## src/rtl/dbg_host32_if.sv

```systemverilog
// dbg_host32_if -- command/response handshake between a debug client and
// dbg_host32.
//   cmd_valid   : client requests a command
//   cmd_ready   : host is idle and takes the command on cmd_valid && cmd_ready
//   cmd_op      : 8-bit opcode
//   cmd_arg     : 32-bit argument, sent little-endian
//   resp_valid  : one-cycle pulse, response complete
//   resp_data   : response word (1-byte replies zero-extended)
//   resp_status : 0 ACK/data, 1 NAK, 2 timeout, 3 unexpected 1-byte value
interface dbg_host32_if;
  logic        cmd_valid;
  logic        cmd_ready;
  logic [7:0]  cmd_op;
  logic [31:0] cmd_arg;
  logic        resp_valid;
  logic [31:0] resp_data;
  logic [1:0]  resp_status;

  modport master (
    output cmd_valid, cmd_op, cmd_arg,
    input  cmd_ready, resp_valid, resp_data, resp_status
  );

  modport slave (
    input  cmd_valid, cmd_op, cmd_arg,
    output cmd_ready, resp_valid, resp_data, resp_status
  );
endinterface

```

## src/rtl/dbg_host32.sv

```systemverilog
// dbg_host32 -- host-side initiator for the 32-bit UART debug protocol.
// Takes one command at a time, sends opcode plus little-endian argument bytes
// over UART honouring the target's CTS, and collects the 1- or 4-byte reply.
//   clk, n_reset : clock, synchronous active-low reset
//   rx, tx       : UART lines to/from the target debug unit
//   cts          : target flow control (low = accepts a byte), asynchronous
//   bus          : command/response handshake (dbg_host32_if.slave)
// Also contains uart, the 8N1 byte transceiver it drives.

// uart -- 8N1 transmitter/receiver at CLK_FREQ/UART_FREQ clocks per bit.
//   tx_write/tx_data -> tx_finished pulses when the stop bit has been sent
//   rx_ready pulses with rx_data when a frame with a valid stop bit arrives
module uart #(
  parameter int CLK_FREQ  = 12_000_000,
  parameter int UART_FREQ = 115_200
) (
  input  logic       clk,
  input  logic       n_reset,
  input  logic       rx,
  output logic       tx,
  input  logic       tx_write,
  input  logic [7:0] tx_data,
  output logic       tx_finished,
  output logic       rx_ready,
  output logic [7:0] rx_data
);
  localparam int DIV = CLK_FREQ / UART_FREQ;
  localparam int CW  = $clog2(DIV) + 1;
  localparam logic [CW-1:0] FULL = CW'(DIV - 1);
  localparam logic [CW-1:0] HALF = CW'(DIV / 2 - 1);

  logic [9:0]    tx_sh_q;
  logic [3:0]    tx_bits_q, rx_bits_q;
  logic [CW-1:0] tx_cnt_q, rx_cnt_q;
  logic          tx_busy_q, tx_fin_q;
  logic          rx_meta_q, rx_s_q, rx_busy_q, rx_ready_q;
  logic [7:0]    rx_sh_q;

  // NOTE: state registers use non-blocking assignments so every flop samples
  // the values from before the edge, independent of statement order.
  always_ff @(posedge clk) begin
    if (!n_reset) begin
      tx_sh_q   <= '1;
      tx_bits_q <= '0;
      tx_cnt_q  <= '0;
      tx_busy_q <= 1'b0;
      tx_fin_q  <= 1'b0;
    end else begin
      tx_fin_q <= 1'b0;
      if (!tx_busy_q) begin
        if (tx_write) begin
          tx_sh_q   <= {1'b1, tx_data, 1'b0};
          tx_busy_q <= 1'b1;
          tx_bits_q <= '0;
          tx_cnt_q  <= '0;
        end
      end else if (tx_cnt_q == FULL) begin
        tx_cnt_q <= '0;
        tx_sh_q  <= {1'b1, tx_sh_q[9:1]};
        if (tx_bits_q == 4'd9) begin
          tx_busy_q <= 1'b0;
          tx_fin_q  <= 1'b1;
        end else begin
          tx_bits_q <= tx_bits_q + 4'd1;
        end
      end else begin
        tx_cnt_q <= tx_cnt_q + 1'b1;
      end
    end
  end

  // Receiver: bit 0 is sampled half a bit after the falling edge, later bits
  // one bit apart; a high start sample is treated as a glitch.
  always_ff @(posedge clk) begin
    if (!n_reset) begin
      rx_meta_q  <= 1'b1;
      rx_s_q     <= 1'b1;
      rx_busy_q  <= 1'b0;
      rx_bits_q  <= '0;
      rx_cnt_q   <= '0;
      rx_sh_q    <= '0;
      rx_ready_q <= 1'b0;
    end else begin
      rx_meta_q  <= rx;
      rx_s_q     <= rx_meta_q;
      rx_ready_q <= 1'b0;
      if (!rx_busy_q) begin
        if (!rx_s_q) begin
          rx_busy_q <= 1'b1;
          rx_bits_q <= '0;
          rx_cnt_q  <= '0;
        end
      end else if (rx_cnt_q == ((rx_bits_q == 4'd0) ? HALF : FULL)) begin
        rx_cnt_q <= '0;
        if (rx_bits_q == 4'd0 && rx_s_q) begin
          rx_busy_q <= 1'b0;
        end else if (rx_bits_q == 4'd9) begin
          rx_busy_q  <= 1'b0;
          rx_ready_q <= rx_s_q;
        end else begin
          // The start bit is shifted in too; eight data shifts push it out.
          rx_sh_q   <= {rx_s_q, rx_sh_q[7:1]};
          rx_bits_q <= rx_bits_q + 4'd1;
        end
      end else begin
        rx_cnt_q <= rx_cnt_q + 1'b1;
      end
    end
  end

  assign tx          = tx_sh_q[0];
  assign tx_finished = tx_fin_q;
  assign rx_ready    = rx_ready_q;
  assign rx_data     = rx_sh_q;
endmodule

module dbg_host32 #(
  parameter int CLK_FREQ       = 12_000_000,
  parameter int UART_FREQ      = 115_200,
  parameter int TIMEOUT_CYCLES = 12_000_000,
  parameter int CTS_GUARD      = 8
) (
  input  logic         clk,
  input  logic         n_reset,
  input  logic         rx,
  output logic         tx,
  input  logic         cts,
  dbg_host32_if.slave  bus
);
  localparam logic [31:0] TMO_LAST   = 32'(TIMEOUT_CYCLES - 1);
  localparam logic [15:0] GUARD_LAST = 16'(CTS_GUARD - 1);

  typedef enum logic [2:0] {
    S_IDLE, S_WAIT_CTS, S_SEND, S_GUARD, S_RX, S_DONE
  } state_e;

  state_e      state_q, state_d;
  logic [7:0]  op_q, op_d, tx_data_q, tx_data_d, tx_byte, rx_data;
  logic [31:0] arg_q, arg_d, tmo_q, tmo_d, resp_data_q, resp_data_d;
  logic [2:0]  n_tx_q, n_tx_d, idx_q, idx_d;
  logic [1:0]  k_q, k_d, resp_status_q, resp_status_d;
  logic [15:0] guard_q, guard_d;
  logic        long_q, long_d, tx_write_q, tx_write_d, cmd_ready_q, cmd_ready_d;
  logic        cts_meta_q, cts_sync_q, tx_finished, rx_ready;

  uart #(.CLK_FREQ(CLK_FREQ), .UART_FREQ(UART_FREQ)) u_uart (
    .clk, .n_reset, .rx, .tx,
    .tx_write(tx_write_q), .tx_data(tx_data_q), .tx_finished,
    .rx_ready, .rx_data
  );

  always_comb begin
    unique case (idx_q)
      3'd0:    tx_byte = op_q;
      3'd1:    tx_byte = arg_q[7:0];
      3'd2:    tx_byte = arg_q[15:8];
      3'd3:    tx_byte = arg_q[23:16];
      default: tx_byte = arg_q[31:24];
    endcase
  end

  always_comb begin
    // NOTE: every next-state value starts from its register so no path leaves
    // a variable unassigned, which would otherwise infer a latch.
    state_d       = state_q;
    op_d          = op_q;
    arg_d         = arg_q;
    n_tx_d        = n_tx_q;
    long_d        = long_q;
    idx_d         = idx_q;
    k_d           = k_q;
    guard_d       = guard_q;
    tmo_d         = tmo_q;
    tx_data_d     = tx_data_q;
    tx_write_d    = 1'b0;
    resp_data_d   = resp_data_q;
    resp_status_d = resp_status_q;
    unique case (state_q)
      S_IDLE: begin
        if (bus.cmd_valid && cmd_ready_q) begin
          op_d  = bus.cmd_op;
          arg_d = bus.cmd_arg;
          unique case (bus.cmd_op)
            8'h01, 8'h04: n_tx_d = 3'd5;
            8'h20, 8'h22: n_tx_d = 3'd2;
            default:      n_tx_d = 3'd1;
          endcase
          long_d        = (bus.cmd_op == 8'h03) || (bus.cmd_op == 8'h05);
          idx_d         = '0;
          k_d           = '0;
          tmo_d         = '0;
          resp_data_d   = '0;
          resp_status_d = 2'd0;
          state_d       = S_WAIT_CTS;
        end
      end
      S_WAIT_CTS: begin
        if (!cts_sync_q) begin
          tx_data_d  = tx_byte;
          tx_write_d = 1'b1;
          state_d    = S_SEND;
        end else if (tmo_q == TMO_LAST) begin
          resp_data_d   = '0;
          resp_status_d = 2'd2;
          state_d       = S_DONE;
        end else begin
          tmo_d = tmo_q + 32'd1;
        end
      end
      S_SEND: begin
        // Cleared here so the counter starts fresh in whichever state follows.
        tmo_d   = '0;
        guard_d = '0;
        if (tx_finished) begin
          idx_d   = idx_q + 3'd1;
          state_d = (3'(idx_q + 3'd1) < n_tx_q) ? S_GUARD : S_RX;
        end
      end
      S_GUARD: begin
        // Lets the target raise CTS during its stop bit before it is sampled.
        tmo_d = '0;
        if (guard_q == GUARD_LAST) state_d = S_WAIT_CTS;
        else                       guard_d = guard_q + 16'd1;
      end
      S_RX: begin
        if (rx_ready) begin
          resp_data_d[{k_q, 3'b000} +: 8] = rx_data;
          tmo_d = '0;
          if (!long_q) begin
            unique case (rx_data)
              8'h01:   resp_status_d = 2'd0;
              8'h02:   resp_status_d = 2'd1;
              default: resp_status_d = 2'd3;
            endcase
            state_d = S_DONE;
          end else if (k_q == 2'd3) begin
            state_d = S_DONE;
          end else begin
            k_d = k_q + 2'd1;
          end
        end else if (tmo_q == TMO_LAST) begin
          resp_data_d   = '0;
          resp_status_d = 2'd2;
          state_d       = S_DONE;
        end else begin
          tmo_d = tmo_q + 32'd1;
        end
      end
      default: state_d = S_IDLE;  // S_DONE: the pulse cycle itself
    endcase
    cmd_ready_d = (state_d == S_IDLE);
  end

  always_ff @(posedge clk) begin
    if (!n_reset) begin
      state_q       <= S_IDLE;
      op_q          <= '0;
      arg_q         <= '0;
      n_tx_q        <= '0;
      long_q        <= 1'b0;
      idx_q         <= '0;
      k_q           <= '0;
      guard_q       <= '0;
      tmo_q         <= '0;
      tx_data_q     <= '0;
      tx_write_q    <= 1'b0;
      resp_data_q   <= '0;
      resp_status_q <= '0;
      cmd_ready_q   <= 1'b0;
      cts_meta_q    <= 1'b1;
      cts_sync_q    <= 1'b1;
    end else begin
      state_q       <= state_d;
      op_q          <= op_d;
      arg_q         <= arg_d;
      n_tx_q        <= n_tx_d;
      long_q        <= long_d;
      idx_q         <= idx_d;
      k_q           <= k_d;
      guard_q       <= guard_d;
      tmo_q         <= tmo_d;
      tx_data_q     <= tx_data_d;
      tx_write_q    <= tx_write_d;
      resp_data_q   <= resp_data_d;
      resp_status_q <= resp_status_d;
      cmd_ready_q   <= cmd_ready_d;
      cts_meta_q    <= cts;
      cts_sync_q    <= cts_meta_q;
    end
  end

  assign bus.cmd_ready   = cmd_ready_q;
  assign bus.resp_valid  = (state_q == S_DONE);
  assign bus.resp_data   = resp_data_q;
  assign bus.resp_status = resp_status_q;
endmodule

```

## src/flat_wrapper.sv

```systemverilog
// flat-port wrapper written by rule: the top's interface ports become plain ports
module dbg_host32_flat 
#(
  parameter int CLK_FREQ       = 12_000_000,
  parameter int UART_FREQ      = 115_200,
  parameter int TIMEOUT_CYCLES = 12_000_000,
  parameter int CTS_GUARD      = 8
)
  (clk, n_reset, rx, tx, cts, bus_cmd_valid, bus_cmd_op, bus_cmd_arg, bus_cmd_ready, bus_resp_valid, bus_resp_data, bus_resp_status);
  dbg_host32_if bus_i ();
  input  logic clk;
  input  logic n_reset;
  input  logic rx;
  output logic tx;
  input  logic cts;
  input wire logic [$bits(bus_i.cmd_valid)-1:0] bus_cmd_valid;
  input wire logic [$bits(bus_i.cmd_op)-1:0] bus_cmd_op;
  input wire logic [$bits(bus_i.cmd_arg)-1:0] bus_cmd_arg;
  output wire logic [$bits(bus_i.cmd_ready)-1:0] bus_cmd_ready;
  output wire logic [$bits(bus_i.resp_valid)-1:0] bus_resp_valid;
  output wire logic [$bits(bus_i.resp_data)-1:0] bus_resp_data;
  output wire logic [$bits(bus_i.resp_status)-1:0] bus_resp_status;
  assign bus_i.cmd_valid = bus_cmd_valid;
  assign bus_i.cmd_op = bus_cmd_op;
  assign bus_i.cmd_arg = bus_cmd_arg;
  assign bus_cmd_ready = bus_i.cmd_ready;
  assign bus_resp_valid = bus_i.resp_valid;
  assign bus_resp_data = bus_i.resp_data;
  assign bus_resp_status = bus_i.resp_status;
  dbg_host32 #(.CLK_FREQ(CLK_FREQ), .UART_FREQ(UART_FREQ), .TIMEOUT_CYCLES(TIMEOUT_CYCLES), .CTS_GUARD(CTS_GUARD)) u_core (.clk(clk), .n_reset(n_reset), .rx(rx), .tx(tx), .cts(cts), .bus(bus_i));
endmodule
```

## config.mk

```make
export PLATFORM = sky130hd
export DESIGN_NAME = dbg_host32_flat
export DESIGN_NICKNAME = d
export VERILOG_FILES = /design/src/rtl/dbg_host32_if.sv /design/src/rtl/dbg_host32.sv /design/src/flat_wrapper.sv
export SDC_FILE = /design/constraint.sdc
export NUM_CORES = 1
export LEC_CHECK = 0
export BUFFER_PORTS_ARGS = -buffer_cell sky130_fd_sc_hd__buf_2
export CAP_MARGIN = 20
export CORE_MARGIN = 2
export CORE_UTILIZATION = 40
export DETAILED_ROUTE_END_ITERATION = 7
export MAX_ROUTING_LAYER = met4
export PLACE_DENSITY = 0.58
export SYNTH_ARGS = -nofsm -noshare
export SYNTH_HDL_FRONTEND = slang
export SYNTH_SLANG_ARGS = --single-unit
export TNS_END_PERCENT = 30
```

## constraint.sdc

```tcl
create_clock -name clk -period 2.7 [get_ports clk]
set_clock_uncertainty 0.15 [all_clocks]
set_input_delay 0.135 -clock clk [delete_from_list [all_inputs] [get_ports clk]]
set_output_delay 0.135 -clock clk [all_outputs]
set_load 0.005 [all_outputs]
```

# --- After elaboration in Yosys (flattened, before gate mapping) ---
# Cells that the tools add are included.
totals:
  ff_bits: 194
  latch_bits: 0
  ramBits: 0
  rom_bits: 0
  wordCells: 182
  mem_count: 0
op_classes:
  add_sub_neg: 9
  multipliers: 0
  div: 0
  n_lt_le_gt_ge: 1
  n_eq_ne: 37
  shift: 2
  muxes: 68
  bitwise_logic: 6
  reduce_logical: 31
op_table:
  columns: ["operator", "n"]
  rows:
  - ["two-way mux 32 bit", 7]
  - ["case mux 32 bit (4 select lines)", 1]
  - ["case mux 32 bit (3 select lines)", 1]
  - ["two-way mux 8 bit", 6]
  - ["two-way mux 4 bit", 9]
  - ["two-way mux 3 bit", 11]
  - ["adder 32 x 1 -> 32 bit, second input constant", 1]
  - ["bitwise mux 32 bit", 1]
  - ["equality test 32 x 24 -> 1 bit, second input constant", 1]
  - ["case mux 16 bit (2 select lines)", 1]
  - ["case mux 8 bit (4 select lines)", 1]
  - ["variable shift 8 x 7 -> 32 bit, first input constant", 1]
  - ["indexed part select 8 x 7 -> 32 bit", 1]
  - ["two-way mux 10 bit", 3]
  - ["adder 16 x 1 -> 16 bit, second input constant", 1]
  - ["adder 8 x 1 -> 8 bit, second input constant", 2]
  - ["equality test 16 x 3 -> 1 bit, second input constant", 1]
  - ["equality test 8 x 1 -> 1 bit, second input constant", 2]
  - ["equality test 8 x 2 -> 1 bit, second input constant", 2]
  - ["equality test 8 x 3 -> 1 bit, second input constant", 2]
  - ["equality test 8 x 6 -> 1 bit, second input constant", 2]
  - ["two-way mux 16 bit", 1]
  - ["two-way mux 2 bit", 8]
  - ["case mux 3 bit (5 select lines)", 1]
  - ["other kinds (34)", 87]

# --- Depth between registers and ports, before layout ---
depth:
  ltp_word: 6
  ltp_mapped: 10

# --- By module ---
# Synthesis repeated with hierarchy kept, for this count alone.
hier_totals:
  cells_unflattened: 1020
  hier_area_um2: 8774.7
modules_own_cells:
  columns: ["module", "instances", "cells_per_inst", "area_per_inst_um2", "seq_area_each_um2"]
  rows:
  - ["dbg_host32", 1, 771, 6582.6, 2922.8]
  - ["uart", 1, 249, 2192.1, 940.9]

# --- Least setup slack after synthesis ---
# OpenSTA, ideal clock, no wires.
synth_path:
  path_kind: "register to register"
  from: "register u_core.idx_q[2]"
  to: "register u_core.cmd_ready_q, in the netlist u_core.bus.cmd_ready"
  t_arrival_ps: 2122
  t_required_ps: 2434
  slack_ps: 312
  stages_incl_launch_ff: 11
  path_cell_list: "dfxtp_1 clkbuf_1 inv_1 ha_1 inv_1 ha_1 a21oi_1 o21ai_0 a211o_1 and3b_1 and4_1"
synth_between:
  elab_chain_len: 6
synth_rtl:
  columns: ["item", "line_no", "text"]
  rows:
  - ["from (decl)", "dbg_host32.sv:140", "logic [2:0] n_tx_q, n_tx_d, idx_q, idx_d;"]
  - ["from (signal assigned)", "dbg_host32.sv:278", "idx_q <= idx_d;"]
  - ["adder 3 x 1 -> 3 bit", "dbg_host32.sv:216", "state_d = (3'(idx_q + 3'd1) < n_tx_q) ? S_GUARD : S_RX;"]
  - ["< comparator 3 bit", "dbg_host32.sv:216", null]
  - ["two-way mux 3 bit", "dbg_host32.sv:216", null]
  - ["two-way mux 3 bit", "dbg_host32.sv:214", "if (tx_finished) begin"]
  - ["case mux 3 bit (5 select lines)", "dbg_host32.sv:178", "unique case (state_q)"]
  - ["logical NOT 3 bit", "dbg_host32.sv:251", "cmd_ready_d = (state_d == S_IDLE);"]
  - ["to (signal assigned)", "dbg_host32.sv:286", "cmd_ready_q <= cmd_ready_d;"]
  - ["to (decl)", "dbg_host32.sv:143", "logic long_q, long_d, tx_write_q, tx_write_d, cmd_ready_q, cmd_ready_d;"]
# No other way between the ends.
# A chain may end at the register's enable or synchronous reset.

# --- Worst setup path in the final report ---
layout_path:
  from: "register u_core.tmo_q[0]"
  to: "register u_core.resp_data_q[6], in the netlist u_core.bus.resp_data[6]"
layout_between:
  elab_chain_len: 4
layout_rtl:
  columns: ["item", "line_no", "text"]
  rows:
  - ["from (decl)", "dbg_host32.sv:139", "logic [31:0] arg_q, arg_d, tmo_q, tmo_d, resp_data_q, resp_data_d;"]
  - ["from (signal assigned)", "dbg_host32.sv:281", "tmo_q <= tmo_d;"]
  - ["equality test 32 x 24 -> 1 bit (*)", "dbg_host32.sv:202, dbg_host32.sv:241", null]
  - ["two-way mux 32 bit (*)", null, null]
  - ["two-way mux 32 bit, on equally long branches", null, null]
  - ["case mux 32 bit (3 select lines) (*)", null, null]
  - ["to (signal assigned)", "dbg_host32.sv:284", "resp_data_q <= resp_data_d;"]
  - ["to (decl)", "dbg_host32.sv:139", null]
# Every way passes the cells marked *; elsewhere a longest branch is shown, timed or not. The select of a mux whose other input is x is not followed.

==> results.py <==
metrics = {
    "setup_path": {
        "cp.depth": 6,
        "required_ns": 2.85,
        "cp_max_fo": 8,
        "cpPeakStageDelay_ns": 0.67,
        "crit_path_end_kind": "register",
        "cp_num_buf_inv": 0,
        "worstPathArrival_ns": 2.60,
        "crit_chain": "ha_1, and2_0, nand3_2, or4_4, a211oi_4, o22ai_1",
        "startpoint_type": "register",
        "rr_worst_depth": 6,
        "critPathKind": "reg2reg",
        "cpLargestDelayFamily": "simple AND/OR/NAND/NOR gates",
        "slowest_stage": "or4_4",
    },
    "sta": {
        "rsz0062_at_grt": "no",
        "final_hold_viol_count": 0,
        "min_period_ns": 2.454,
        "worst_pin_slew_ns": 0.7435,
        "final.period_utilization_pct": 90.89,
        "slew_violations": 0,
        "fin_ws_ns": 0.2460,
        "tns_ns": 0,
        "fmax_ghz": 0.4075,
        "hold_slack_ns": 0.1303,
        "slew_headroom_pct": 50.31,
        "setup_violations": 0,
    },
    "floorplan": {
        "initial_core_util_pct": 40.72,
        "die_x_um": 152.8,
        "pin_count": 82,
        "die_h_um": 152.8,
        "core_area_um2": 21760,
        "rows": 54,
        "dieArea_um2": 23360,
    },
    "synth": {
        "yosys_warnings": 0,
        "synthTopCellsByArea": "dfxtp_1 (44%), nand2_1 (7.9%), a21oi_1 (4.8%)",
        "synth_largest_area_cell": "dfxtp_1",
        "yosysMostFrequentCell": "dfxtp_1",
        "ys_types": 76,
        "synth.avg_cell_area_um2": 8.438,
        "netlist_instances": 1050,
        "syn_nets": 1117,
        "async_flop_share_pct": 0,
        "yosysTopAreaCellShare_pct": 43.61,
        "syn_area_um2": 8860,
        "seq_area_frac_synth_pct": 43.61,
        "synth_common_cells": "dfxtp_1 (193), nand2_1 (186), a21oi_1 (85)",
        "synth-edff-count": 0,
        "synth_seq_cells": 193,
        "synthFlopType": "dfxtp_1",
    },
    "placement": {
        "dp_cells": 1383,
        "pre_cts_ws_ns": 0.2080,
        "finalWeightedCongestion": 0.7794,
        "numPortBuffers": 81,
        "placed_cell_area_um2": 9564,
        "dp_hpwl_um": 14470,
    },
    "finish": {
        "layout-drive-gt1-share_pct": 14.58,
        "postLayoutCellArea_um2": 10650,
        "stdcell_count": 1461,
        "syn2layout_area_growth_pct": 20.15,
        "fin_nets": 1234,
        "post-route-util_pct": 48.93,
    },
    "drt": {
        "vias": 7776,
        "first_pass_iters": 5,
        "drt_iter0_drc": 455,
        "vias_per_cell": 5.322,
        "detail-route-antenna-nets": 0,
        "route.detailed.wl_per_inst_um": 14.69,
        "remaining_drc_errors": 0,
        "drt_wl_total_um": 21470,
    },
    "outcome": {
        "outcome": "finished clean",
    },
    "worst_hold_path": {
        "hp-class": "in2reg",
        "whs_path_depth": 5,
    },
    "global_routing": {
        "grt_pass1_wl_um": 35650,
        "grt_max_degree": 71,
        "track_usage_pct": 18.61,
        "grt_pass1_vias": 7201,
        "overflow": 0,
        "antenna_found_initial": 1,
    },
    "job": {
        "drv_cap": 0,
    },
    "clock_tree": {
        "insertion_delay_ns": 0.43,
        "cts.sink_count": 193,
        "cts-root-buf": "clkbuf_16",
        "cts_buffers": 17,
        "cts.clk_slew.worst_paths_ns": 0.07,
        "ctsHtreeMaxLevel": 4,
        "cts_tree": "yes",
        "clk_path_buf_depth": 2,
    },
    "pwr": {
        "power_mw": 6.056,
        "ir_worst_vdd_uv": 450.6,
        "leakage_nw": 3.876,
        "power_density_nw_per_um2": 568.9,
    },
}
## layout by cell type (no fill, tap or decap), types with 5 or more instances in the layout
master	n
a211oi_1	12
a21oi_1	85
a221oi_1	8
a222oi_1	8
a31oi_1	5
and2_1	6
and3_1	10
buf_2	81
buf_4	29
clkbuf_16	17
dfxtp_1	193
dlygate4sd3_1	44
ha_1	22
inv_1	20
mux2i_1	16
nand2_1	186
nand2b_1	10
nand3_1	41
nand3b_1	7
nand4_1	26
nor2_1	81
nor3_1	10
nor3b_1	6
nor4_1	12
o21a_1	8
o21ai_0	53
o22ai_1	28
o31ai_1	6
or3_1	25
or4_1	8
xnor2_1	11
xor2_1	14
## final timing paths
kind                            from                       to  slack [ns]
min                    bus_cmd_valid        u_core.state_q[0]        0.13
max                  u_core.tmo_q[0]  u_core.bus.resp_data[6]        0.25
max reg2reg          u_core.tmo_q[0]  u_core.bus.resp_data[6]        0.25
min reg2reg  u_core.u_uart.rx_meta_q     u_core.u_uart.rx_s_q        0.29
## power by group
part | total, mW | leakage, nW | internal, mW | switching (mW)
clock network | 2.69 | 0.303 | 1.52 | 1.18
logic | 0.431 | 2.01 | 0.179 | 0.252
registers | 2.93 | 1.56 | 2.90 | 0.0371
total | 6.06 | 3.88 | 4.59 | 1.46
## state kept, by name, summed over array words and instances (netlist names), 4 cells and up
name	flops
u_core.tmo_q	32
u_core.guard_q	16
u_core.op_q	8
u_core.u_uart.tx_sh_q	9
u_core.arg_q	32
u_core.tx_data_q	8
u_core.bus.resp_data	32
u_core.u_uart.tx_cnt_q	8
u_core.u_uart.rx_cnt_q	8
u_core.u_uart.tx_bits_q	4
u_core.u_uart.rx_bits_q	4
u_core.u_uart.rx_data	8
## area by class of cell
class / instances / area [µm²]
Inverter: 21 / 78.83
Antenna cell: 1 / 2.502
Fill cell: 2154 / 11110
Timing Repair Buffer: 155 / 1084
Multi-Input combinational cell: 779 / 4636
Clock buffer: 18 / 439.2
Sequential cell: 193 / 3864
Tap cell: 280 / 350.3
Clock inverter: 14 / 191.4
## tightest hold or removal path: stages
cell and delay [ns]:
buf_2 0.11, a31oi_1 0.08, o22ai_1 0.15, a211oi_1 0.10
nor2_1 0.09
## layer usage
layer  GRT usage (%)  part of all wire (%)  up-vias  wire, µm
li1                -                     -     4017         -
met1           25.30                    49     3635     10570
met2           28.46                    46      111      9957
met3           3.969                   3.3       13       712
met4           4.365                   1.0        0       225
met5               -                     0        -         0
## what timing repair did
action                                  in CTS  in global routing
hold buffers                                44                  0
endpoints found under the setup margin       0                  2
hold endpoints to repair                    47                  0
setup buffers                                0                  1
resized for setup                            0                  0
## cells by family (layout without fill, tap and decap cells)
| kind of cell | count (synthesis) | in the layout | share of synthesized area (%) |
|---|---|---|---|
| other | 0 | 1 | 0 |
| XOR/XNOR | 25 | 25 | 2.471 |
| adder cells (fa/ha/maj) | 22 | 22 | 3.107 |
| flip-flops | 193 | 193 | 43.61 |
| multiplexers | 18 | 18 | 2.062 |
| buffers and inverters | 78 | 208 | 4.124 |
| AND/OR/NAND/NOR | 466 | 466 | 26.18 |
| AO/OA/AOI/OAI | 248 | 248 | 18.44 |
(Power assumes the default switching activity.)
